--- config.mk ---
export PLATFORM = sky130hd
export DESIGN_NAME = mag_rr_scheduler
export DESIGN_NICKNAME = d
export VERILOG_FILES = /design/src/rtl/mag_pkg.sv /design/src/rtl/rr_arbiter.sv /design/src/rtl/mag_rr_scheduler.sv
export SDC_FILE = /design/constraint.sdc
export NUM_CORES = 1
export LEC_CHECK = 0
export BUFFER_PORTS_ARGS = -buffer_cell sky130_fd_sc_hd__buf_2
export CAP_MARGIN = 10
export CELL_PAD_IN_SITES_DETAIL_PLACEMENT = 0
export CELL_PAD_IN_SITES_GLOBAL_PLACEMENT = 2
export CORE_MARGIN = 2
export CORE_UTILIZATION = 26
export CTS_BUF_LIST = sky130_fd_sc_hd__clkbuf_4 sky130_fd_sc_hd__clkbuf_8
export CTS_CLUSTER_DIAMETER = 150
export DETAILED_ROUTE_END_ITERATION = 10
export HOLD_SLACK_MARGIN = 0.15
export PLACE_DENSITY_LB_ADDON = 0.1
export SLEW_MARGIN = 20
export SYNTH_ARGS = -nofsm -noshare
export SYNTH_HDL_FRONTEND = slang
export SYNTH_SLANG_ARGS = --single-unit
--- constraint.sdc ---
create_clock -name clk -period 6.45 [get_ports clk]
set_clock_uncertainty 0.2 [all_clocks]
set_input_delay 0.3225 -clock clk [delete_from_list [all_inputs] [get_ports clk]]
set_output_delay 0.3225 -clock clk [all_outputs]
set_load 0.005 [all_outputs]
--- src/rtl/mag_pkg.sv ---
// Shared types and the two's-complement to magnitude helper for mag_rr_scheduler.
package mag_pkg;

  localparam int IN_W  = 17;
  localparam int OUT_W = 16;

  typedef enum logic {IDLE, HOLD} mag_state_t;

  typedef logic [IN_W-1:0]  mag_in_t;
  typedef logic [OUT_W-1:0] mag_out_t;

  // Negation wraps to 16 bits, so -65536 collapses to zero here.
  function automatic mag_out_t mag_abs(input mag_in_t d);
    if (d[IN_W-1])
      return (~d[OUT_W-1:0]) + 16'd1;
    else
      return d[OUT_W-1:0];
  endfunction

  function automatic logic mag_is_ovf(input mag_in_t d);
    return (d == 17'h10000);
  endfunction

endpackage

--- src/rtl/rr_arbiter.sv ---
// Round-robin arbiter: one-hot grant searched from an internal pointer, wrapping at NUM_REQ-1.
module rr_arbiter #(
  parameter int NUM_REQ = 4,
  parameter int ID_W    = $clog2(NUM_REQ)
) (
  input  logic               clk,
  input  logic               rst,
  input  logic [NUM_REQ-1:0] req,
  input  logic               en,
  output logic [NUM_REQ-1:0] grant,
  output logic [ID_W-1:0]    grant_idx
);

  logic [ID_W-1:0] ptr;
  logic            found;

  // First requester at or after the pointer wins; index computed modulo NUM_REQ.
  always_comb begin
    int idx;
    idx       = 0;
    found     = 1'b0;
    grant_idx = '0;
    grant     = '0;
    for (int k = 0; k < NUM_REQ; k++) begin
      idx = int'(ptr) + k;
      if (idx >= NUM_REQ) idx = idx - NUM_REQ;
      if (!found && req[idx]) begin
        found     = 1'b1;
        grant_idx = ID_W'(idx);
      end
    end
    if (en && found) grant[grant_idx] = 1'b1;
  end

  always_ff @(posedge clk) begin
    if (rst)
      ptr <= '0;
    else if (en && found)
      ptr <= (grant_idx == ID_W'(NUM_REQ - 1)) ? '0 : grant_idx + 1'b1;
  end

endmodule

--- src/rtl/mag_rr_scheduler.sv ---
// Round-robin shared magnitude datapath with a registered, ID-tagged result.
// Define MAG_SAT_EN to saturate -65536 to 0xFFFF and flag it on out_ovf.
module mag_rr_scheduler
  import mag_pkg::*;
#(
  parameter  int NUM_REQ = 4,
  localparam int ID_W    = $clog2(NUM_REQ)
) (
  input  logic                    clk,
  input  logic                    rst,
  input  logic [NUM_REQ-1:0]      req_valid,
  input  logic [NUM_REQ*IN_W-1:0] req_data,
  output logic [NUM_REQ-1:0]      req_ready,
  output logic                    out_valid,
  output logic [OUT_W-1:0]        out_data,
  output logic [ID_W-1:0]         out_id,
  input  logic                    out_ready,
  output logic                    out_ovf
);

  mag_state_t        state;
  logic              grant_en;
  logic              fire;
  logic [ID_W-1:0]   grant_idx;
  mag_in_t           sel;

  // A new sample may only enter when the result register is free or draining this cycle.
  assign grant_en = !rst && ((state == IDLE) || out_ready);
  assign fire     = |req_ready;
  assign sel      = req_data[IN_W*int'(grant_idx) +: IN_W];

  rr_arbiter #(.NUM_REQ(NUM_REQ), .ID_W(ID_W)) u_arb (
    .clk       (clk),
    .rst       (rst),
    .req       (req_valid),
    .en        (grant_en),
    .grant     (req_ready),
    .grant_idx (grant_idx)
  );

`ifdef MAG_SAT_EN
  logic ovf_q;
  assign out_ovf = ovf_q;
`else
  assign out_ovf = 1'b0;
`endif

  always_ff @(posedge clk) begin
    if (rst) begin
      state     <= IDLE;
      out_valid <= 1'b0;
      out_data  <= '0;
      out_id    <= '0;
`ifdef MAG_SAT_EN
      ovf_q     <= 1'b0;
`endif
    end else if (fire) begin
      state     <= HOLD;
      out_valid <= 1'b1;
      out_id    <= grant_idx;
`ifdef MAG_SAT_EN
      out_data  <= mag_is_ovf(sel) ? 16'hFFFF : mag_abs(sel);
      ovf_q     <= mag_is_ovf(sel);
`else
      out_data  <= mag_abs(sel);
`endif
    end else if (state == HOLD && out_ready) begin
      state     <= IDLE;
      out_valid <= 1'b0;
    end
  end

endmodule
# Yosys cells after proc, flatten, opt, wreduce, memory -nomap -nowiden
# Cells that the tools add are included.
# Widths: inputs -> output; s select.
[word_totals]
in_bits = 75
word_cells = 73
regBits = 21
[classes]
bitwise = 2
n_eq_ne = 1
mux = 31
magnitude_cmp = 10
add_sub_neg = 9
n_shift = 1
n_reduce_logical = 14
mul = 1
[op_table]
columns = ["operator", "n"]
rows = [
  ["$lt 32x4->1 const B", 4],
  ["$mux 32", 4],
  ["$ge 32x4->1 const B", 3],
  ["$sub 32x4->32 const B", 3],
  ["$shiftx 68x8->17", 1],
  ["$add 16x1->16 const B", 1],
  ["$mux 16", 1],
  ["$not 16->16", 1],
  ["$mux 1", 15],
  ["$mux 2", 5],
  ["$bmux 1 s2", 4],
  ["$logic_and 1x1->1", 7],
  ["$mul 5x2->7 const A", 1],
  ["$add 2x2->3 const B", 2],
  ["$logic_not 1->1", 4],
  ["$mux 4", 1],
  ["$reduce_or 4->1", 1],
  ["$sub 2x3->4 const B", 1],
  ["$add 2x1->3 const B", 1],
  ["$ge 2x3->1 const B", 1],
  ["$lt 2x3->1 const B", 1],
  ["$add 2x1->2 const B", 1],
  ["$demux 1 s2", 1],
  ["$eq 2x2->1 const B", 1],
  ["other kinds (4)", 4],
]

# Longest topological paths before layout
# Gate-level depths: netlist of run 1.
[depth]
word_depth = 22
ltp_mapped = 13
ltp_nobuf = 11

# Modules after synthesis
# A second synthesis of run 1 with hierarchy kept.
[unflattened]
cells_unflattened = 189
area_unflattened_um2 = 1814.2
[modules_own_cells]
columns = ["module", "seq_area_each_um2", "cells_per_inst", "area_per_inst_um2", "n_inst"]
rows = [
  ["mag_rr_scheduler", 380.4, 157, 1544.0, 1],
  ["rr_arbiter", 40.0, 32, 270.3, 1],
]

# Worst setup path after synthesis of run 1
# Ideal clock, no wire load.
[synth_path]
kind = "register to register"
start = "register u_arb.ptr[1]"
end = "register out_data[10]"
t_arrival_ns = 2.699
path_stages_with_launch = 13
path_slack_ns = 3.466
period_less_slack_ns = 2.984
path_buffers = 4
t_required_ns = 6.164
setup_ns = 0.086
path_cell_list = "dfxtp_1 -> mux2i_1 -> nor2_1 -> a311oi_4 -> buf_4 -> buf_6 -> inv_1 -> ha_1 -> nor4_1 -> nor3_1 -> clkbuf_1 -> clkbuf_1 -> a211oi_1"
[synth_via]
elab_chain_len = 21
word_cells_on_any_way = 54
[synth_rtl]
columns = ["element", "line_no", "source"]
rows = [
  ["start, declared", "rr_arbiter.sv:14", "logic [ID_W-1:0] ptr;"],
  ["start signal, assigned", "rr_arbiter.sv:39", "ptr <= (grant_idx == ID_W'(NUM_REQ - 1)) ? '0 : grant_idx + 1'b1;"],
  ["branches (longest 14 deep; another with $sub 32x4->32)", "n/a", ""],
  ["$mux 2 (*)", "rr_arbiter.sv:27", "if (!found && req[idx]) begin"],
  ["named net grant_idx[0]", "mag_rr_scheduler.sv:24", "logic [ID_W-1:0] grant_idx;"],
  ["branches (longest 6 deep; another with $add 16x1->16)", "n/a", ""],
  ["end signal, assigned", "mag_rr_scheduler.sv:65", "out_data <= mag_abs(sel);"],
  ["end, declared", "mag_rr_scheduler.sv:15", "output logic [OUT_W-1:0] out_data,"],
]
# Mark *: on every way through the listed nets, which the timed path passes. The select of a mux whose other input is x is not followed.
# A chain may end at the register's enable or synchronous reset.

# Final worst setup path of run 1
[layout_path]
start = "register u_arb.ptr[1]"
end = "register out_data[10]"
[layout_via]
elab_chain_len = 21
word_cells_on_any_way = 54
[layout_rtl]
columns = ["element"]
rows = [
  ["branches (longest 21 deep; another with $sub 32x4->32)"],
]
# Parallel ways; which one is timed is not known. The select of a mux whose other input is x is not followed.

==> results of run 1 <==
==> sequential cells by signal, summed over array words and instances (netlist names) <==
name       cells
state          1
out_data      16
out_id         2
u_arb.ptr      2
==> cell families (layout without fill, tap and decap cells) <==
group / Yosys count / count (layout) / synth area share [%]
adder cells (fa/ha/maj): 5 / 5 / 3.53
XOR/XNOR: 14 / 14 / 6.93
multiplexers: 46 / 46 / 26.9
AO/OA/AOI/OAI: 43 / 43 / 17.0
flip-flops: 21 / 21 / 23.7
buffers and inverters: 18 / 108 / 5.72
AND/OR/NAND/NOR: 58 / 58 / 16.0
other: 1 / 1 / 0.212
==> critical path, stage by stage (launching register included) <==
cell	delay, ps
dfxtp_1	470
mux2i_1	230
nor2_1	80
a311oi_4	240
buf_4	530
mux2i_1	260
mux2_2	230
ha_1	180
nand3_1	110
nor2_1	290
a41oi_1	180
xor2_1	190
a211oi_1	240
==> through the flow <==
stage               util (%)  total power [mW]  worst slack (ps)  hold WS (ps)  std cells
floorplan                  -             0.423              3470           253        206
global placement        34.3             0.521              2980           261        372
detailed placement      34.3             0.519              2950           253        372
CTS                     35.0             0.609              2930           215        376
global route            35.0             0.652              2680           215        376
finish                  35.0             0.596              2920           220        376
==> cells in the final DEF, fill, tap and decap left out, types with 3 or more instances in the layout <==
cell type	n
a211oi_1	16
clkbuf_8	3
and2_1	7
inv_1	4
xor2_1	8
a31oi_1	4
a21oi_1	12
nor2_1	25
buf_2	97
dfxtp_1	21
nand2_1	12
mux2i_1	34
o21ai_0	4
ha_1	5
xnor2_1	6
mux2_2	12
==> report_power, final <==
group / switching (mW) / total [mW] / internal [mW] / leakage, nW
clock network: 0.0443 / 0.0873 / 0.0431 / 0.0255
registers: 0.0158 / 0.173 / 0.158 / 0.174
logic: 0.182 / 0.335 / 0.153 / 0.922
total: 0.242 / 0.596 / 0.354 / 1.12
==> layout make-up <==
class / instances / area [sq um] / share of cell area, %
multi-input cells: 167 / 1250 / 53.6
repair buffers: 99 / 500 / 21.4
flip-flops and latches: 21 / 420 / 18.0
well taps: 80 / 100 / 4.28
clock buffers: 3 / 41.3 / 1.76
inverters: 5 / 18.8 / 0.802
clock inverters: 1 / 5.00 / 0.214
==> layer usage <==
layer | vias up | part of all wire (%)
li1 | 924 | -
met1 | 811 | 40
met2 | 46 | 54
met3 | 6 | 4.7
met4 | 0 | 1.2
met5 | - | 0
==> worst min path at each step <==
stage	to	cells after the start	startpoint
after CTS	state	3	out_ready
final	state	3	out_ready
after global routing	state	3	out_ready
after global placement	out_id[0]	2	out_id[0]
after floorplan	out_id[0]	2	out_id[0]
after detailed placement	out_id[0]	2	out_id[0]
==> metrics, run 1 <==
Synth top area share=a little under a quarter; EDFF count, synth=0; io pins=between 90 and 100; Synth area leader=dfxtp_1; H-tree depth=1; most instantiated library cell after synthesis=mux2i_1; Synth Net Count=between 200 and 300; I/O Buffers=just under 100; Top FF cell, synth=dfxtp_1; met3 Use GR=about 3.0%; Setup-failing EPs final=0; Core Box Area=about 0.0067 sq mm; Reg clk slew, reported paths=roughly 80 ps; met1 usage=~17%; die width=just under 90 microns; via count=approximately 1.8k; Antenna diodes=0; DRT Pass-1 Iters=4; Placed Instance Area=approximately 0.0023 sq mm; Tcrit/Tclk final=about 55%; pin count of the biggest net entering global routing=42; Via density=approximately 4.8; synthesized area per cell=8.59 sq um; maximum buffer depth of the clock tree=2; post-cts repair resize count=0; Root Buffer Master=clkbuf_8; asr flop ratio synth=0%; crit path to=out_data[10]; die area=approximately 0.0075 sq mm; TritonCTS clock tree=yes; flops & latches, synth=21; Critical path origin=u_arb.ptr[1]; Max Slew Vio Count=0; RSZ-0062 raised after global routing=false; first-pass GRT wire length=between 8 and 9 mm; Setup Buffers After CTS=0; Netlist cell types=35; Hold Buf Count CTS=0; mapped cell area=0.00177 sq mm; Final #Nets=377; top achievable clock speed=~280 MHz; Hold Fails Final Rpt=0; Reg2Reg Setup Slack=2920 ps; Final min period=3530 ps; pwr dens=between 200 and 300 mW/mm^2; vias in the first global route=1834; Cells after Synth=approximately 210; Worst R2R End=out_data[10]; total wire length=5.24 mm; antenna violations before repair=0; gr busiest metal=met2; post-route cell area=between 0.002 and 0.0025 sq mm; DRC=0; WP data arrival=3510 ps; max-cap violations=0; Detailed Place HPWL=4.28 mm; Final Wtd Congestion=~0.75; gr ovfl total=0; Worst-Skew Late Latency=about 260 ps; status=complete, no violations; slew margin rel.=~32%; met2 Track Usage GR=27.3%; Routed WL per cell=13.9 microns; peak supply drop=between 0.08 and 0.09 mV; worst-margin pin slew=1010 ps; Worst setup SP type=flop; fill cell count=about 750; TNS Setup=0 ps; CP Capture Type=flop; Min-Delay Path Class=primary input to flop; FF-to-FF Start=u_arb.ptr[1]; Die Y=between 80 and 90 microns; synthesis-to-layout area growth=32.2%; share of cells above drive strength 1=40.9%; Crit path required time=approximately 6400 ps; worst-path fanout max=just over 40; antenna-violating nets left=0; # rows=30; leak pwr=approximately 1.1 nW; Num CTS Buffers=3; Yosys Warn Count=0; crit path kind=flop to flop; Worst Reg-to-Reg Cells=12; Initial Util=around a quarter; sequential fraction of the synthesis area=between 20% and 30%; TritonCTS Sinks=21; global-route usage over all layers=between 10 and 15%; synth top area cells=dfxtp_1, mux2i_1, mux2_2; 1st-iter DRT viols=30; most frequent cells after synthesis=mux2i_1, nor2_1, dfxtp_1
Power figures use the tool's default switching activity.
==> inputs of run 2 (changes only) <==
- CORE_UTILIZATION: 26 -> 24
- clock period: 6.45 -> 3.5 ns (I/O delays scaled with it)
==> metrics, run 2 (same netlist as run 1, synthesis figures left out) <==
Final #Nets=382; via count=~1.7k; io pins=just under 100; total wire length=around 5.2 mm; min-delay src=req_data[32]; pin count of the biggest net entering global routing=42; global-route usage over all layers=~12%; Worst setup SP type=flop; top achievable clock speed=321 MHz; final core utilization=33.7%; Worst Hold End=out_data[15]; maximum buffer depth of the clock tree=2; RSZ-0062 raised after global routing=false; Routed WL per cell=12.9 microns; # rows=31; Die Y=between 80 and 90 microns; Largest register FFs=16; pwr dens=462 mW/mm^2; most common cell after layout, fill and taps aside=buf_2; Initial Util=between 20% and 30%; Crit path required time=between 3000 and 4000 ps; share of cells above drive strength 1=41.9%; Max stage delay on crit path=400 ps; Reg2Reg Setup Slack=380 ps; Root Buffer Master=clkbuf_8; Reg clk slew, reported paths=about 70 ps; Worst Reg-to-Reg Cells=12; antenna violations before repair=0; Via density=approximately 4.3; most frequent cells in the layout=buf_2, mux2i_1, nor2_1; Hold Fails Final Rpt=0; Worst-Skew Late Latency=roughly 260 ps; status=complete, no violations; Setup-failing EPs final=0; Antenna diodes=0; Num CTS Buffers=3; crit path kind=flop to flop; DRC=0; TNS Setup=0 ps; worst-path fanout max=21; slowest CP cell=dfxtp_2; TritonCTS Sinks=21; Worst R2R End=out_data[10]; I/O Buffers=a little under 100; Critical path origin=u_arb.ptr[1]; Largest regs=out_data: 16 flops, out_id: 2 flops, u_arb.ptr: 2 flops; antenna-violating nets left=0; worst path cell trace=mux2i_1 > nor2_1 > a311oi_4 > clkbuf_16 > mux2i_1 > mux2_2 > ha_1 > nand3_1 > nor2_2 > a41oi_1 > xor2_1 > a211oi_1; Tcrit/Tclk final=between 80% and 90%; power consumption=roughly 1.1 mW; CP Capture Type=flop; TritonCTS clock tree=yes; Max Slew Vio Count=0; Hold Path Depth=5; leak pwr=1.15 nW; WP data arrival=~3100 ps; die area=a little over 0.008 sq mm; worst hold margin=224 ps; Final min period=roughly 3100 ps; most flop-heavy register=out_data; Final Wtd Congestion=roughly 0.73; Min-Delay Path Class=primary input to flop; FF-to-FF Start=u_arb.ptr[1]; gr ovfl total=0; die width=~90 microns; synthesis-to-layout area growth=37.3%; 1st-iter DRT viols=23; max-cap violations=0; Detailed Place HPWL=3.98 mm; vias in the first global route=roughly 1.8k; first-pass GRT wire length=roughly 8.3 mm; peak supply drop=between 0.1 and 0.15 mV; H-tree depth=1; Core Box Area=roughly 0.007 sq mm; DRT Pass-1 Iters=4; CP dominant cell by count=mux2i_1
[run 2: cell count changes in the layout (fill, tap and decap cells not counted)]
cell,previous run,this run
dfxtp_2,0,1
buf_4,2,3
buf_6,0,1
dlygate4sd3_1,0,2
dfxtp_1,21,20
nor2_2,0,1
clkbuf_16,0,1
nor2_1,25,24
[run 2: layout make-up]
class / count / area, sq um
well taps: 99 / 124
repair buffers: 104 / 564
clock buffers: 3 / 41.3
inverters: 5 / 18.8
fillers: 797 / 4780
multi-input cells: 167 / 1260
flip-flops and latches: 21 / 422
clock inverters: 1 / 5.00
[run 2: per-layer routing]
metal,global-route usage [%],vias to the layer above,wire (microns)
met5,0,-,0
met4,4.10,0,33
met3,2.43,2,304
met2,18.5,59,2150
met1,17.8,746,2680
li1,-,930,-
[run 2: critical path, delay by kind of cell, from the launching register on]
| family | cells | cell delay [ps] |
|---|---|---|
| and+or+nand+nor | 3 | 410 |
| xor gates and xnor gates | 1 | 170 |
| muxes | 3 | 620 |
| AOI/OAI and AO/OA | 3 | 750 |
| buffers and inverters | 1 | 290 |
| DFF | 1 | 400 |
| adders and majority gates | 1 | 180 |
[run 2: metrics by stage]
| stage | instance area [sq um] | instances | setup slack [ps] |
|---|---|---|---|
| final | 2430 | 400 | 380 |
| after global routing | 2430 | 400 | 88.1 |
| after CTS | 2410 | 399 | 216 |
| after detailed placement | 2340 | 393 | 254 |
| after global placement | 2340 | 393 | 394 |
| after floorplan | 1770 | 206 | 516 |
[run 2: power by group]
| group | switching [mW] | total, mW | internal [mW] |
|---|---|---|---|
| Clock | 0.0789 | 0.158 | 0.0792 |
| Sequential | 0.0321 | 0.323 | 0.291 |
| Combinational | 0.342 | 0.641 | 0.299 |
| Total | 0.453 | 1.12 | 0.670 |
[run 2: repair_timing]
action	4_1_cts	5_1_grt
endpoints found under the hold margin	3	0
buffers inserted	0	0
endpoints found under the setup margin	0	1
hold buffers	2	0
resized for setup	0	3
[run 2: worst max path at each step]
stage / slack (ps) / cells past startpoint / endpoint
5_1_grt: 90 / 12 / out_data[10]
6_report: 380 / 12 / out_data[10]
2_1_floorplan: 520 / 12 / out_data[11]
4_1_cts: 220 / 12 / out_data[10]
3_5_place_dp: 250 / 12 / out_data[10]
3_3_place_gp: 390 / 12 / out_data[10]
==> inputs of run 3 (changes only) <==
- PLACE_DENSITY: not set -> 0.9
- PLACE_DENSITY_LB_ADDON: 0.1 -> not set
==> metrics, run 3 (same netlist as run 1, synthesis figures left out) <==
synthesis-to-layout area growth=36.5%; antenna-violating nets left=0; setup slack after layout=~270 ps; Num CTS Buffers=3; Reg clk slew, reported paths=around 80 ps; Worst-Skew Late Latency=around 260 ps; maximum buffer depth of the clock tree=2; most flop-heavy register=out_data; status=complete, no violations; Core Box Area=0.00721 sq mm; Largest regs=out_data: 16 flops, out_id: 2 flops, u_arb.ptr: 2 flops; WP buf/inv=1; share of cells above drive strength 1=about two fifths; Initial Util=24.5%; WP data arrival=about 3200 ps; H-tree depth=1; Top Metal Used=met4; antenna violations before repair=0; placed cells=just under 400; gr ovfl total=0; Final #Nets=381; metal1 wirelength=~2.5 mm; top achievable clock speed=309 MHz; DRC=0; Root Buffer Master=clkbuf_8; Tcrit/Tclk final=between 90% and 100%; DRT Pass-1 Iters=4; Min-Delay Path Class=flop to flop; # rows=31; min-delay src=out_id[1]; most common cell after layout, fill and taps aside=buf_2; Detailed Place HPWL=about 4.0 mm; DR WL met2=2.20 mm; Die Y=roughly 90 microns; TritonCTS clock tree=yes; Via density=about 4.4; crit path kind=flop to flop; Max stage delay on crit path=470 ps; Met3 Wirelength=approximately 320 microns; slowest CP cell=dfxtp_1; Crit path max-delay family=compound AO/OA/AOI/OAI gates; Final Instance Count excl. Fillers=399; worst path cell trace=mux2i_1 > nor2_1 > a311oi_4 > buf_12 > mux2i_1 > mux2_2 > ha_1 > nand3_1 > nor2_1 > a41oi_1 > xor2_1 > a211oi_1; via count=1772; Hold Path Depth=2; peak supply drop=0.148 mV; die width=89.9 microns; TNS Setup=0 ps; CP Capture Type=flop; worst-path fanout max=just over 40; RSZ-0062 raised after global routing=false; Largest register FFs=16; total wire length=between 5 and 6 mm; Final min period=3230 ps; leak pwr=1.14 nW; die area=0.00808 sq mm; TritonCTS Sinks=21; most frequent cells in the layout=buf_2, mux2i_1, nor2_1; Worst Reg-to-Reg Cells=12; Worst Hold End=out_id[1]; max-cap violations=0; post-route cell area=0.00242 sq mm; io pins=99; Final Wtd Congestion=approximately 0.81; Worst setup SP type=flop; pin count of the biggest net entering global routing=42; Antenna diodes=0; Routed WL per cell=around 13 microns; Hold Fails Final Rpt=0; final core utilization=between 30 and 40%; Max Slew Vio Count=0; global-route usage over all layers=between 10% and 20%; 1st-iter DRT viols=79; Setup-failing EPs final=0; Crit path required time=3470 ps; Reg2Reg Setup Slack=270 ps; FF-to-FF Start=u_arb.ptr[1]; pwr dens=between 400 and 500 mW/mm^2; I/O Buffers=between 90 and 100; Placed Instance Area=about 0.0023 sq mm; Worst R2R End=out_data[10]; first-pass GRT wire length=~8.5 mm; DP Worst Slack=a little under 300 ps; vias in the first global route=1762
-- run 3: cell count changes in the layout (fill, tap and decap cells not counted), sizes merged --
cell | before | now
clkbuf | 4 | 3
-- run 3: where the power goes --
part | switching (mW) | internal, mW | leakage [nW]
sequential | 0.0296 | 0.290 | 0.174
combinational | 0.341 | 0.294 | 0.945
clock | 0.0803 | 0.0793 | 0.0255
-- run 3: metrics by stage --
stage          total power [mW]  hold slack [ps]
2_1_floorplan             0.779              150
3_3_place_gp              0.962              246
3_5_place_dp              0.968              247
4_1_cts                    1.13              259
5_1_grt                    1.21              287
6_report                   1.11              257
-- run 3: worst reg2reg max path: stages, from the launching register on --
cell	delay, ps
dfxtp_1	470
mux2i_1	230
nor2_1	80
a311oi_4	310
buf_12	280
mux2i_1	270
mux2_2	220
ha_1	170
nand3_1	100
nor2_1	260
a41oi_1	170
xor2_1	170
a211oi_1	220
-- run 3: repair_timing --
action / in CTS / in global routing
resized for setup: 0 / 1
setup buffers: 0 / 0
hold endpoints to repair: 3 / 0
endpoints found under the setup margin: 0 / 1
hold buffers: 2 / 0
-- run 3: cell type report --
class,count,area (sq um)
Fill cell,806,4800
Multi-Input combinational cell,167,1260
Timing Repair Buffer,103,548
Sequential cell,21,420
Tap cell,99,124
Clock buffer,3,41.3
Inverter,5,18.8
Clock inverter,1,5.00
-- run 3: metal layers --
metal / vias up / GRT usage [%]
met2: 68 / 20.9
met5: - / 0
li1: 932 / -
met3: 2 / 3.02
met1: 770 / 16.9
met4: 0 / 1.67
-- run 3: worst max-delay path by stage --
stage	to	slack, ps	cells past startpoint	startpoint
6_report	out_data[10]	270	12	u_arb.ptr[1]
5_1_grt	out_data[10]	1	12	u_arb.ptr[1]
4_1_cts	out_data[10]	280	12	u_arb.ptr[1]
3_5_place_dp	out_data[10]	290	12	u_arb.ptr[1]
3_3_place_gp	out_data[10]	420	12	u_arb.ptr[1]
2_1_floorplan	out_data[11]	520	12	u_arb.ptr[1]
